===== src/rtl/mux_pkg.sv =====
// mux_pkg: shared radix, mode type and tree-depth helper for the pipelined mux tree.
package mux_pkg;
    localparam int MUX_RADIX = 4;
    typedef enum logic {MODE_DIRECT, MODE_SCAN} mux_mode_e;
    function automatic int clog4(input int n);
        int l = 1;
        for (int p = MUX_RADIX; p < n; p *= MUX_RADIX) l++;
        return l;
    endfunction
endpackage


===== src/rtl/mux4_stage.sv =====
// mux4_stage: one registered 4-to-1 node of the mux tree.
module mux4_stage
    import mux_pkg::*;
#(
    parameter int W = 1
) (
    input  logic                 clk,
    input  logic                 rst,
    input  logic [MUX_RADIX*W-1:0] d,
    input  logic [1:0]           sel,
    output logic [W-1:0]         q
);
    always_ff @(posedge clk) q <= rst ? '0 : d[sel*W +: W];
endmodule


===== src/rtl/mux_tree_pipe.sv =====
// mux_tree_pipe: pipelined N-to-1 mux tree (one level per stage) with direct/scan selection
// and an aligned valid/channel/error sideband.
module mux_tree_pipe
    import mux_pkg::*;
#(
    parameter int N  = 10,
    parameter int W  = 1,
    parameter int SW = $clog2(N)
) (
    input  logic          clk,
    input  logic          rst,
    input  logic          in_valid,
    input  logic          mode,
    input  logic [SW-1:0] sel,
    input  logic [N*W-1:0] data,
    output logic [W-1:0]  out_data,
    output logic          out_valid,
    output logic [SW-1:0] out_ch,
    output logic          out_err
);
    localparam int LV = clog4(N);
    localparam int IW = 2 * LV;
    localparam int FL = (MUX_RADIX**LV - 1) / 3;
    localparam int NT = FL + MUX_RADIX**LV;

    logic [SW-1:0] scan_cnt, idx;
    logic [W-1:0]  tree [NT];
    logic [1:0]    lsel [LV];
    logic [LV-1:0] v_q, e_q;
    logic [SW-1:0] ch_q [LV];

    assign idx = (mux_mode_e'(mode) == MODE_SCAN) ? scan_cnt : sel;

    always_ff @(posedge clk) begin
        if (rst) scan_cnt <= '0;
        else if (in_valid && mode) scan_cnt <= (scan_cnt == SW'(N - 1)) ? '0 : scan_cnt + 1'b1;
    end

    always_ff @(posedge clk) begin
        if (rst) begin
            v_q <= '0;
            e_q <= '0;
            for (int i = 0; i < LV; i++) ch_q[i] <= '0;
        end else begin
            v_q[0]  <= in_valid;
            e_q[0]  <= in_valid && (32'(idx) >= N);
            ch_q[0] <= in_valid ? idx : '0;
            for (int i = 1; i < LV; i++) begin
                v_q[i]  <= v_q[i-1];
                e_q[i]  <= e_q[i-1];
                ch_q[i] <= ch_q[i-1];
            end
        end
    end

    // Level j steers with bits [2j+1:2j] of the index of the entry it is currently holding.
    for (genvar j = 0; j < LV; j++) begin : g_sel
        if (j == 0) begin : g_l0
            assign lsel[j] = 2'(IW'(idx));
        end else begin : g_ln
            assign lsel[j] = 2'(IW'(ch_q[j-1]) >> (2 * j));
        end
    end

    // Heap layout: node n has children 4n+1..4n+4; leaves past N (and bubbles) are zero.
    for (genvar k = 0; k < MUX_RADIX**LV; k++) begin : g_leaf
        if (k < N) begin : g_ch
            assign tree[FL+k] = in_valid ? data[k*W +: W] : '0;
        end else begin : g_pad
            assign tree[FL+k] = '0;
        end
    end

    for (genvar d = 0; d < LV; d++) begin : g_lvl
        for (genvar k = 0; k < MUX_RADIX**d; k++) begin : g_node
            localparam int NI = (MUX_RADIX**d - 1) / 3 + k;
            mux4_stage #(.W(W)) u_stage (
                .clk(clk),
                .rst(rst),
                .d({tree[4*NI+4], tree[4*NI+3], tree[4*NI+2], tree[4*NI+1]}),
                .sel(lsel[LV-1-d]),
                .q(tree[NI])
            );
        end
    end

    assign out_data  = tree[0];
    assign out_valid = v_q[LV-1];
    assign out_ch    = ch_q[LV-1];
    assign out_err   = e_q[LV-1];
endmodule


===== config.mk =====
export PLATFORM = sky130hd
export DESIGN_NAME = mux_tree_pipe
export DESIGN_NICKNAME = d
export VERILOG_FILES = /design/src/rtl/mux_pkg.sv /design/src/rtl/mux4_stage.sv /design/src/rtl/mux_tree_pipe.sv
export SDC_FILE = /design/constraint.sdc
export NUM_CORES = 1
export LEC_CHECK = 0
export BUFFER_PORTS_ARGS = -buffer_cell sky130_fd_sc_hd__buf_2
export CAP_MARGIN = 20
export CELL_PAD_IN_SITES_DETAIL_PLACEMENT = 1
export CELL_PAD_IN_SITES_GLOBAL_PLACEMENT = 2
export CORE_MARGIN = 2
export CORE_UTILIZATION = 33
export CTS_BUF_LIST = sky130_fd_sc_hd__clkbuf_8
export DETAILED_ROUTE_END_ITERATION = 16
export PLACE_DENSITY = 0.84
export SYNTH_ARGS = -nofsm -noshare
export SYNTH_HDL_FRONTEND = slang
export SYNTH_SLANG_ARGS = --single-unit

===== constraint.sdc =====
create_clock -name clk -period 3.96 [get_ports clk]
set_clock_uncertainty 0.05 [all_clocks]
set_input_delay 0.792 -clock clk [delete_from_list [all_inputs] [get_ports clk]]
set_output_delay 0.792 -clock clk [all_outputs]
set_load 0.1 [all_outputs]

==> summary.md, run 1 <==
| Metric | Value |
|---|---|
| Area growth, synth to finish | `23.5%` |
| Clock transition at the registers of the reported paths | `0.07 ns` |
| Die area | `2740 sq um` |
| DRC | `0` |
| Core box area | `2210 sq um` |
| Clk sinks | `20` |
| Final-report hold violation count | `0` |
| Post-synthesis sequential area ratio | `51.9%` |
| Initial antenna violation count | `0` |
| Worst endpoint data arrival time | `2.06 ns` |
| RSZ-0062 raised after global routing | `no` |
| CP Class | `in -> reg` |
| Actual slew at the worst max-slew pin | `0.489 ns` |
| Crit-path cells | `buf_2 -> mux2i_4 -> mux4_2 -> and2_1` |
| Grt ovf | `0` |
| WL/cell | `12.0 um` |
| Overall Power | `0.458 mW` |
| Period utilisation layout | `49.5%` |
| Maximum vdd drop | `0.193 mV` |
| HP Class | `reg -> reg` |
| Synth Register Bits | `20` |
| # rows | `17` |
| H-tree depth | `1` |
| Achievable Freq | `510 MHz` |
| Buf/Inv on CP | `1` |
| # Max-Cap Violations | `0` |
| Vias in the first global route | `548` |
| Share of cells above drive strength 1 | `33.3%` |
| Critical path's top delay family | `multiplexers` |
| Setup slack, reg-to-reg | `2.48 ns` |
| Headroom to the max-slew limit | `67.6%` |
| Worst Path Required | `4.06 ns` |
| CTS tree | `done` |
| I/O Buffers | `24` |
| Final #Nets | `112` |
| Minimum clock period | `1.96 ns` |
| Setup_tns | `0 ns` |
| Hold-fix buffers at CTS | `0` |
| Antenna-violating nets left | `0` |
| CP peak stage delay | `0.53 ns` |
| Pwr Density | `481 nW/um^2` |
| Post-DP HPWL | `1150 um` |
| Status | `finished clean` |
| Largest net degree at the start of global routing | `14` |
| Cts bufs inserted | `3` |
| Hold Slack | `0.389 ns` |
| Min-delay src | `e_q[0]$_SDFF_PP0_` |
| CP Max Fanout | `8` |
| Final Max Tran Viols | `0` |
| Setup Viol. Count Final | `0` |
| Die Y | `52.4 um` |
| Die Wd | `52.4 um` |
| DRT Pass-1 Iters | `2` |
| # Post-CTS Setup Buffers | `0` |
| Initial Util | `34.9%` |
| Root Buffer Master | `clkbuf_8` |
| Final GP Congestion | `0.728` |
| YS warnings | `0` |
| Diodes inserted | `0` |
| Worst setup SP type | `input port` |
| Fill cell count | `264` |
| Clock Latency Late Sink | `0.25 ns` |
| Syn Inst Count | `71` |
| Worst path slowest cell | `mux4_2` |
| Gr usage total | `12.7%` |
| R2R Path Start | `scan_cnt[0]$_SDFFE_PP0P_` |
| CTS max path bufs | `2` |
| Vias per cell | `4.58` |
| Ports | `25` |
| Post-Synthesis Cell Area | `772 sq um` |
| Synth cell types | `23` |
| Detailed Route WL | `1460 um` |
| Leak Pwr | `0.424 nW` |
| Kind of end point of the critical path | `flip-flop` |
| Post_cts resized | `0` |
| Post-synth net total | `89` |
| Vias post-DR | `554` |
| Syn Area/Cell | `10.9 sq um` |
| First-pass GRT wire length | `2460 um` |
| Initial DRC count | `2` |
| Crit path launch | `mode` |
-- worst reg2reg max path, cell delays in order, from the launching register on --
cell and delay (ns):
dfxtp_1 0.38, mux2i_4 0.25, mux4_2 0.53, and2_1 0.17
-- per-stage QoR --
step | setup WS [ns] | instances | utilization, % | cell area [sq um]
after global placement | 1.78 | 117 | 39.9 | 882
final | 2.00 | 121 | 43.1 | 953
after floorplan | 1.94 | 71 | - | 772
after CTS | 1.98 | 121 | 43.1 | 953
after detailed placement | 1.73 | 117 | 39.9 | 882
after global routing | 1.94 | 121 | 43.1 | 953
-- where the power goes --
group | switching, mW | total [mW] | internal [mW] | leakage, nW
logic | 0.0283 | 0.0479 | 0.0196 | 0.225
clock network | 0.0643 | 0.199 | 0.135 | 0.0357
registers | 0.00370 | 0.211 | 0.208 | 0.163
total | 0.0963 | 0.458 | 0.362 | 0.424
-- per-layer routing --
metal	GRT usage, %	share of wire [%]	vias up
met5	0	0	-
met4	8.97	2.1	0
met3	2.00	5.8	2
met2	22.3	51	18
met1	13.8	41	256
li1	-	-	278
-- area by class of cell --
cell class                      instances  area, sq um  share of cell area (%)
Tap cell                               28         35.0                    3.67
Timing Repair Buffer                   24          120                    12.6
Clock inverter                          1         30.0                    3.15
Inverter                                2         7.51                   0.787
Sequential cell                        20          400                    42.0
Clock buffer                            3         41.3                    4.33
Multi-Input combinational cell         43          319                    33.5
-- cells by family (layout without fill, tap and decap cells) --
logic type             Yosys count  count (layout)  share of synthesized area, %
AND/OR/NAND/NOR                 27              27                          18.3
XOR/XNOR                         2               2                          2.27
buffers and inverters            8              30                          6.81
AO/OA/AOI/OAI                    6               6                          5.51
flip-flops                      20              20                          51.9
multiplexers                     8               8                          15.2
-- registers in the layout, indices dropped and copies added (netlist names) --
name	flops
scan_cnt	4
g_lvl.g_node.u_stage.q	4
ch_q	8
v_q	2
e_q	2
-- cells in the mapped netlist, drive strengths merged --
cell	instances	area share, %
and2	2	1.6
clkbuf	1	0.49
nor2b	8	6.5
inv	2	0.97
nand2	3	1.5
nor2	8	3.9
nand2b	2	1.6
a211oi	1	0.97
mux2i	6	9.4
nand4	1	0.81
a41oi	1	1.1
xor2	2	2.3
nand3	1	0.65
dfxtp	20	52
mux4	2	5.8
a21oi	2	1.3
nand3b	1	0.97
buf	5	5.3
o32ai	1	1.1
o21a	1	0.97
or3	1	0.81
-- path summary, 6_finish.rpt --
check | to | cells after the start
worst max-delay path | g_lvl[1].g_node[0].u_stage.q$_SDFF_PP0_ | 4
worst min-delay path | e_q[1]$_SDFF_PP0_ | 1
worst min register to register | e_q[1]$_SDFF_PP0_ | 1
worst max register to register | g_lvl[1].g_node[0].u_stage.q$_SDFF_PP0_ | 3
-- cell usage in the layout, fill, tap and decap left out --
| cell | Yosys | final |
|---|---|---|
| buf_2 | 0 | 24 |
| dfxtp_1 | 20 | 20 |
| nor2b_1 | 8 | 8 |
| nor2_1 | 8 | 8 |
| mux2i_1 | 5 | 5 |
| nand2_1 | 3 | 3 |
| clkbuf_8 | 0 | 3 |
| nand2b_1 | 2 | 2 |
| inv_1 | 2 | 2 |
| a21oi_1 | 2 | 2 |
| mux4_2 | 2 | 2 |
| and2_1 | 2 | 2 |
| xor2_1 | 2 | 2 |
| a41oi_1 | 1 | 1 |
| nand3_1 | 1 | 1 |
| o32ai_1 | 1 | 1 |
| mux2i_4 | 1 | 1 |
| nand3b_1 | 1 | 1 |
| o21a_1 | 1 | 1 |
| a211oi_1 | 1 | 1 |
| nand4_1 | 1 | 1 |
| or3_1 | 1 | 1 |
| bufinv_16 | 0 | 1 |
(Power assumes the default switching activity.)
==> run 2: changes to the inputs <==
--- a/config.mk
+++ b/config.mk
@@ -5,15 +5,16 @@
 export SDC_FILE = /design/constraint.sdc
 export NUM_CORES = 1
 export LEC_CHECK = 0
+export ABC_AREA = 1
 export BUFFER_PORTS_ARGS = -buffer_cell sky130_fd_sc_hd__buf_2
 export CAP_MARGIN = 20
 export CELL_PAD_IN_SITES_DETAIL_PLACEMENT = 1
 export CELL_PAD_IN_SITES_GLOBAL_PLACEMENT = 2
 export CORE_MARGIN = 2
-export CORE_UTILIZATION = 33
+export CORE_UTILIZATION = 26
 export CTS_BUF_LIST = sky130_fd_sc_hd__clkbuf_8
 export DETAILED_ROUTE_END_ITERATION = 16
-export PLACE_DENSITY = 0.84
+export PLACE_DENSITY = 0.76
 export SYNTH_ARGS = -nofsm -noshare
 export SYNTH_HDL_FRONTEND = slang
 export SYNTH_SLANG_ARGS = --single-unit
==> constraint.sdc (replaced) <==
create_clock -name clk -period 1.7 [get_ports clk]
set_clock_uncertainty 0.05 [all_clocks]
set_input_delay 0.34 -clock clk [delete_from_list [all_inputs] [get_ports clk]]
set_output_delay 0.34 -clock clk [all_outputs]
set_load 0.1 [all_outputs]
==> run 2 against run 1 <==
First-iteration DRC count grew to 7.0 times the previous value. Synthesized cell count rose by 65%. Final cell count rose by 52%. Final area up 9.8%. Critical path depth shrank 3. Wire length increased by 19%. Critical endpoint is now out_ch[3]. Largest power group unchanged.
==> summary.md, run 2 <==
| Metric | Value |
|---|---|
| Clock transition at the registers of the reported paths | `0.07 ns (about the same)` |
| Period utilisation layout | `79.8%` |
| Worst endpoint data arrival time | `0.97 ns (-1.09 ns)` |
| Worst path slowest cell | `buf_2` |
| CP Max Fanout | `1 (-7)` |
| Die Wd | `61.9 um (+18%)` |
| Largest net degree at the start of global routing | `12 (-2)` |
| DRC | `0 (unchanged)` |
| Syn Area/Cell | `7.45 sq um (-31%)` |
| Gr usage total | `9.94% (-2.8 points)` |
| Hold-fix buffers at CTS | `0 (unchanged)` |
| Root Buffer Master | `clkbuf_8` |
| First-pass GRT wire length | `2850 um (+16%)` |
| Post-Synthesis Cell Area | `872 sq um (+13%)` |
| Initial DRC count | `14 (+12)` |
| Antenna-violating nets left | `0 (unchanged)` |
| Busiest grt layer | `met2` |
| Worst Path Required | `1.31 ns (-2.75 ns)` |
| Worst setup SP type | `flip-flop` |
| GR Util met1 | `11.6% (-2.2 points)` |
| Met2 global-route usage | `18.3% (-3.9 points)` |
| Pwr Density | `924 nW/um^2 (+92%)` |
| Die Y | `61.9 um (+18%)` |
| Initial Util | `26.6% (-8.3 points)` |
| H-tree depth | `1 (unchanged)` |
| Clock Latency Late Sink | `0.25 ns (about the same)` |
| CTS max path bufs | `2 (unchanged)` |
| # rows | `21 (+4)` |
| Synth Register Bits | `20 (unchanged)` |
| Status | `finished clean` |
| Post_cts resized | `0 (unchanged)` |
| # Post-CTS Setup Buffers | `0 (unchanged)` |
| Vias per cell | `3.96 (-14%)` |
| Setup_tns | `0 ns (unchanged)` |
| Fill cell count | `426 (+61%)` |
| Placed insts | `180 (+54%)` |
| Kind of end point of the critical path | `output port` |
| Die area | `3830 sq um (+40%)` |
| WL/cell | `9.40 um (-22%)` |
| Count leader, synth | `nand2_1` |
| Post-synth ARST share | `0% (unchanged)` |
| Area growth, synth to finish | `20.1%` |
| Final #Nets | `157 (+40%)` |
| Crit-path cells | `buf_2` |
| Final-report hold violation count | `0 (unchanged)` |
| Post-DP HPWL | `1470 um (+28%)` |
| Vias in the first global route | `703 (+28%)` |
| Post-synthesis sequential area ratio | `45.9% (-6.0 points)` |
| Leak Pwr | `0.525 nW (+24%)` |
| Initial antenna violation count | `0 (unchanged)` |
| Achievable Freq | `737 MHz` |
| Maximum vdd drop | `0.254 mV (+31%)` |
| Ports | `25 (unchanged)` |
| Cts bufs inserted | `3 (unchanged)` |
| EDFF count, synth | `0 (unchanged)` |
| Final GP Congestion | `0.772 (+6.0%)` |
| Synth cell types | `22 (-4.3%)` |
| Largest Register | `ch_q` |
| Final Max Tran Viols | `0 (unchanged)` |
| Met3 Use GR | `1.45% (-0.55 points)` |
| Max FFs per register | `8 (unchanged)` |
| Minimum clock period | `1.36 ns` |
| Share of cells above drive strength 1 | `27.5% (-5.8 points)` |
| Syn Inst Count | `117 (+65%)` |
| Post-synth net total | `135 (+52%)` |
| CP peak stage delay | `0.41 ns (-0.12 ns)` |
| Post-synth top area share | `45.9% (-6.0 points)` |
| Most used flip-flop cell after synthesis | `dfxtp_1` |
| CTS tree | `done` |
| DRT Pass-1 Iters | `4 (+2)` |
| Post-Layout Cell Count | `184 (+52%)` |
| RSZ-0062 raised after global routing | `no` |
| Setup Viol. Count Final | `0 (unchanged)` |
| # Max-Cap Violations | `0 (unchanged)` |
| I/O Buffers | `24 (unchanged)` |
| HP Class | `in -> reg` |
| Detailed Route WL | `1730 um (+19%)` |
| Clk sinks | `20 (unchanged)` |
| Actual slew at the worst max-slew pin | `0.485 ns (-0.00406 ns)` |
| Critical path's top delay family | `buffers and inverters` |
| Grt ovf | `0 (unchanged)` |
| Area leader, netlist | `dfxtp_1` |
| Core box area | `3280 sq um (+48%)` |
| CP Class | `reg -> out` |
| Headroom to the max-slew limit | `67.9% (+0.27 points)` |
| Most frequent cells in the layout | `nand2_1, buf_2, inv_1` |
| Diodes inserted | `0 (unchanged)` |
| Largest registers | `ch_q x8, g_lvl.g_node.u_stage.q x4, scan_cnt x4` |
| Top post-synthesis cells by area | `dfxtp_1, nand2_1, inv_1` |
| YS warnings | `0 (unchanged)` |
| Post-synth top cells | `nand2_1, inv_1, dfxtp_1` |
| Buf/Inv on CP | `1 (unchanged)` |
| Hold Slack | `0.267 ns (-0.123 ns)` |
| Vias post-DR | `728 (+31%)` |
-- run 2: cell types whose count changed after synthesis, moves of 3 or more --
cell / delta
a21oi_1: +3
inv_1: +20
nand2_1: +21
o21ai_2: +3
mux2i_1: -5
nor2b_1: -8
nor2_1: +6
nand3_1: +6
-- run 2: routing by layer --
metal,wire [um],part of all wire (%)
met1,809,47
met2,853,49
met3,66,3.8
met4,0,0
met5,0,0
-- run 2: report_power, final --
part	leakage, nW	switching, mW	internal (mW)
clock	0.0288	0.134	0.205
combinational	0.333	0.0938	0.0398
sequential	0.163	0.00907	0.487
-- run 2: path summary, 6_finish.rpt --
kind                                                from                                 endpoint  slack [ns]  depth (start not counted)
worst max register to register  scan_cnt[0]$_SDFFE_PP0P_  g_lvl[1].g_node[1].u_stage.q$_SDFF_PP0_        0.60                          6
worst min register to register     ch_q[0][0]$_SDFF_PP0_                    ch_q[0][4]$_SDFF_PP0_        0.35                          2
worst min-delay path                             data[9]  g_lvl[1].g_node[2].u_stage.q$_SDFF_PP0_        0.27                          3
worst max-delay path               ch_q[0][7]$_SDFF_PP0_                                out_ch[3]        0.34                          1
-- run 2: per-stage QoR --
stage / area, sq um / total power, mW / worst slack, ns / util (%)
floorplan: 872 / 0.609 / 0.401 / -
global placement: 992 / 0.639 / 0.462 / 30.2
detailed placement: 992 / 0.642 / 0.430 / 30.2
CTS: 1050 / 0.983 / 0.331 / 31.9
global route: 1050 / 1.02 / 0.290 / 31.9
finish: 1050 / 0.968 / 0.343 / 31.9
-- run 2: cell families (layout without fill, tap and decap cells) --
kind of cell	count (synthesis)	after routing	synth area share, %
simple gates	50	50	25.4
buf+inv	31	52	17.1
flops	20	20	45.9
compound gates	16	16	11.6
-- run 2: cell type report --
| cell class | count | area, sq um | area share [%] |
|---|---|---|---|
| clock buffer | 4 | 55.1 | 5.26 |
| inverter | 24 | 91.3 | 8.72 |
| multi-input combinational | 66 | 323 | 30.8 |
| sequential | 20 | 400 | 38.2 |
| tap | 46 | 57.6 | 5.50 |
| timing repair buffer | 24 | 120 | 11.5 |
